**config.mk**
```make
export PLATFORM = sky130hd
export DESIGN_NAME = nibble_deserializer
export DESIGN_NICKNAME = d
export VERILOG_FILES = /design/src/rtl/nibble_deserializer.sv
export SDC_FILE = /design/constraint.sdc
export NUM_CORES = 1
export LEC_CHECK = 0
export ABC_AREA = 1
export CORE_MARGIN = 2
export CORE_UTILIZATION = 31
export DETAILED_ROUTE_END_ITERATION = 16
export PLACE_DENSITY_LB_ADDON = 0.25
export SLEW_MARGIN = 10
export SYNTH_ARGS = -nofsm -noshare
export SYNTH_HDL_FRONTEND = slang
export SYNTH_SLANG_ARGS = --single-unit
```
**constraint.sdc**
```tcl
create_clock -name clk -period 1.67 [get_ports clk]
set_clock_uncertainty 0.2 [all_clocks]
set_input_delay 0.334 -clock clk [delete_from_list [all_inputs] [get_ports clk]]
set_output_delay 0.334 -clock clk [all_outputs]
set_load 0.05 [all_outputs]
```
**src/rtl/nibble_deserializer.sv**
```systemverilog
// ============================================================================
//  Module   : nibble_deserializer
//  Function : Collects N consecutive W-bit nibbles from a valid/ready stream
//             and presents each assembled W*N-bit word on a registered
//             valid/ready output. A separate output holding register lets
//             collection of the next word continue while the consumer stalls.
//  Revision : 1.0  initial release
// ============================================================================
`default_nettype none

module nibble_deserializer #(
    parameter int W         = 4,
    parameter int N         = 3,
    parameter int MSB_FIRST = 1
) (
    input  logic                 clk,
    input  logic                 rst,
    input  logic [W-1:0]         in_data,
    input  logic                 in_valid,
    output logic                 in_ready,
    output logic [W*N-1:0]       out_data,
    output logic                 out_valid,
    input  logic                 out_ready,
    output logic [$clog2(N)-1:0] nib_count
);

    localparam int                c_CW   = $clog2(N);
    localparam int                c_WW   = W * N;
    localparam logic [c_CW-1:0]   c_LAST = c_CW'(N - 1);

    logic [c_WW-1:0] r_collect;
    logic [c_CW-1:0] r_count;
    logic [c_WW-1:0] r_out_data;
    logic            r_out_valid;

    logic [c_WW-1:0] w_collect_next;
    logic            w_last;
    logic            w_accept;
    logic            w_complete;
    logic            w_drain;

    assign w_last     = (r_count == c_LAST);
    // A partial nibble is always taken; only the word-completing nibble waits
    // when the holding register still owns an undrained word.
    assign in_ready   = !(w_last && r_out_valid && !out_ready);
    assign w_accept   = in_valid && in_ready;
    assign w_complete = w_accept && w_last;
    assign w_drain    = r_out_valid && out_ready;

    generate
        if (MSB_FIRST != 0) begin : g_msb_first
            // Shift in at the bottom so the first nibble ends up on top.
            always_comb begin
                w_collect_next = {r_collect[c_WW-W-1:0], in_data};
            end
        end else begin : g_lsb_first
            // Write the nibble into the slot selected by the running count.
            always_comb begin
                w_collect_next = r_collect;
                w_collect_next[W*int'(r_count) +: W] = in_data;
            end
        end
    endgenerate

    // Collect register and nibble counter.
    always_ff @(posedge clk) begin
        if (rst) begin
            r_collect <= '0;
            r_count   <= '0;
        end else if (w_complete) begin
            r_collect <= '0;
            r_count   <= '0;
        end else if (w_accept) begin
            r_collect <= w_collect_next;
            r_count   <= r_count + 1'b1;
        end
    end

    // Output holding register: load on completion, release on drain.
    always_ff @(posedge clk) begin
        if (rst) begin
            r_out_data  <= '0;
            r_out_valid <= 1'b0;
        end else if (w_complete) begin
            r_out_data  <= w_collect_next;
            r_out_valid <= 1'b1;
        end else if (w_drain) begin
            r_out_valid <= 1'b0;
        end
    end

    assign out_data  = r_out_data;
    assign out_valid = r_out_valid;
    assign nib_count = r_count;

endmodule

`default_nettype wire
```
==> out/metrics.cfg <==
[placed_design]
portBuffers = 23
dp_slack_ns = -0.0560
dp_cells = 173
post-dp-hpwl_mm = 1.50
place_congestion = 0.786

[yosys]
syn_area_per_cell_um2 = 7.91
yosys_warnings = 0
yosysSeqAreaShare = 0.506
mappedNetlistArea_um2 = 910
synth_cell_type_count = 15
ys_ff_latch = 23
synth_cells = 115
syn_nets = 124

[routing]
wl_mm = 2.00
final_antenna_net_count = 0
routedWlPerCell_um = 11.1
vias = 850
drt_iter0_drc = 26
viasPerCell = 4.72
firstDrtPassIters = 4
drcViolationCount = 0

[floorplan]
start_util = 0.327
dieWidth_um = 58.2
core_area_um2 = 2780
die_area_um2 = 3380
die_height_um = 58.2
pin_count = 24
placementRows = 19

[clock_tree]
htree_levels = 1
clk_pin_slew_worst_paths_ns = 0.12
cts_tree = built
clk_latency_ns = 0.30
cts_buffers = 3
postCtsHoldBufs = 0
root_buffer = clkbuf_4
clkSinkCount = 23
clockBufferDepth = 2

[critical_path]
r2r-end = nib_count[1]
cp.required_ns = 1.14
startpoint = out_ready
path_max_fanout = 2
crit_type = primary input to output port
start_kind = primary input
cp_cell_sequence = clkdlybuf4s50_1, inv_1, nand3_4, buf_12
critPathSlowestCell = clkdlybuf4s50_1
end_kind = output port
regToRegSetupSlack_ns = 0.23
cp.arrival_ns = 1.12
r2r_cells = 7
r2r_start = nib_count[0]
crit_path_end = in_ready
critPathMaxStageDelay_ns = 0.41

[finish]
mostFrequentLayoutCells = 26 x nand2_1, 21 x dfxtp_1, 18 x buf_12
nNetsFinal = 159
layout.cells.non_filler = 180
areaGrowthSynthToFinish_pct = 60.9
antenna-diode-count = 0
n_fill_cell = 254
drive_gt1_frac = 0.262
final_common_cell = nand2_1

[hold_path]
hp-class = register to register

[sta]
slew_viol_final = 0
worst_slew_pin_slew_ns = 0.219
rsz0062_at_grt = yes
timing.final.ws_setup_ns = 0.0115
hold_viol = 0
slew_headroom = 0.854
setup_tns_ns = 0
setup_viol = 0
fin_crit_sh = 0.993
fmax_ghz = 0.603
fin_crit_ns = 1.66

[global_route]
grtUsageTotal = 0.134
grt_first_pass_wirelength_mm = 3.48
grt_pass1_vias = 821
grt_remaining_overflow = 0
antenna_found_initial = 0
grt_max_degree = 14

[power_and_ir_drop]
power.density_nw_per_um2 = 710
leakage_nw = 0.631
irDropWorstVdd_mv = 0.568

[status]
status = finished clean

[flow_run]
maxCapViolations = 0

worst max-delay path: cells and delay by family:
kind	cells	cell delay (ns)
buffers and inverters	3	0.68
AND/OR/NAND/NOR	1	0.10
how the worst min path moves through the flow:
stage                 start           end  slack [ns]  depth (start not counted)
2_1_floorplan           rst   out_data[2]        0.21                          1
6_report       r_collect[4]  r_collect[4]        0.27                          2
3_3_place_gp   r_collect[5]  r_collect[5]        0.25                          2
3_5_place_dp   r_collect[4]  r_collect[4]        0.26                          2
5_1_grt        r_collect[1]  r_collect[1]        0.30                          2
4_1_cts        r_collect[4]  r_collect[4]        0.28                          2
per-stage QoR:
| step | util | cell area, um^2 | power, mW | hold WS [ns] |
|---|---|---|---|---|
| 3_5_place_dp | 0.500 | 1390 | 0.790 | 0.258 |
| 3_3_place_gp | 0.500 | 1390 | 0.786 | 0.249 |
| 5_1_grt | 0.526 | 1460 | 1.09 | 0.302 |
| 6_report | 0.526 | 1460 | 1.04 | 0.270 |
| 4_1_cts | 0.523 | 1450 | 1.05 | 0.277 |
| 2_1_floorplan | - | 917 | 0.692 | 0.206 |
sequential cells by signal (all words and copies together), names as in the netlist:
name       flops
nib_count      2
out_data      12
out_valid      1
r_collect      8
Yosys cell counts:
master / number / area, um^2
nor2_1: 10 / 37.5
buf_6: 1 / 11.3
buf_4: 2 / 15.0
o21ai_0: 6 / 30.0
inv_1: 13 / 48.8
nand2_1: 26 / 97.6
dfxtp_1: 23 / 460
clkbuf_8: 1 / 13.8
nand3_2: 1 / 10.0
nand4_1: 2 / 12.5
nand3_1: 16 / 80.1
nand3_4: 1 / 17.5
nand2_2: 2 / 12.5
ha_1: 1 / 12.5
a21oi_1: 10 / 50.1
report_power, final:
| group | switching (mW) | internal (mW) | total, mW |
|---|---|---|---|
| clock | 0.161 | 0.0894 | 0.251 |
| combinational | 0.104 | 0.0982 | 0.202 |
| sequential | 0.0177 | 0.568 | 0.586 |
| total | 0.283 | 0.756 | 1.04 |
cell families (layout without fill, tap and decap cells):
kind of cell,Yosys count,in the layout,share of synthesized area
and+or+nand+nor,58,58,0.294
DFF,23,23,0.506
buffers and inverters,17,51,0.0977
AOI/OAI and AO/OA,16,16,0.0880
adders and majority gates,1,1,0.0138
layer usage:
metal | global-route usage | wire, um | up-vias | part of all wire
met2 | 0.221 | 1030 | 21 | 0.51
met5 | 0 | 0 | - | 0
met1 | 0.169 | 855 | 386 | 0.43
met3 | 0.0201 | 104 | 2 | 0.052
li1 | - | - | 441 | -
met4 | 0.0698 | 17 | 0 | 0.0085
what timing repair did:
item                       CTS  global route
resized for setup            4             1
setup endpoints to repair    1             1
setup buffers                2             1
pin swaps                    1             1
cell type report:
class,instances,area [um^2],share of cell area
Multi-Input combinational cell,75,380,0.260
Inverter,13,51.3,0.0350
Clock buffer,3,22.5,0.0154
Sequential cell,23,468,0.320
Timing Repair Buffer,34,498,0.340
Clock inverter,1,5.00,0.00342
Tap cell,31,38.8,0.0265
No activity file was read; power rests on OpenSTA's default activity.
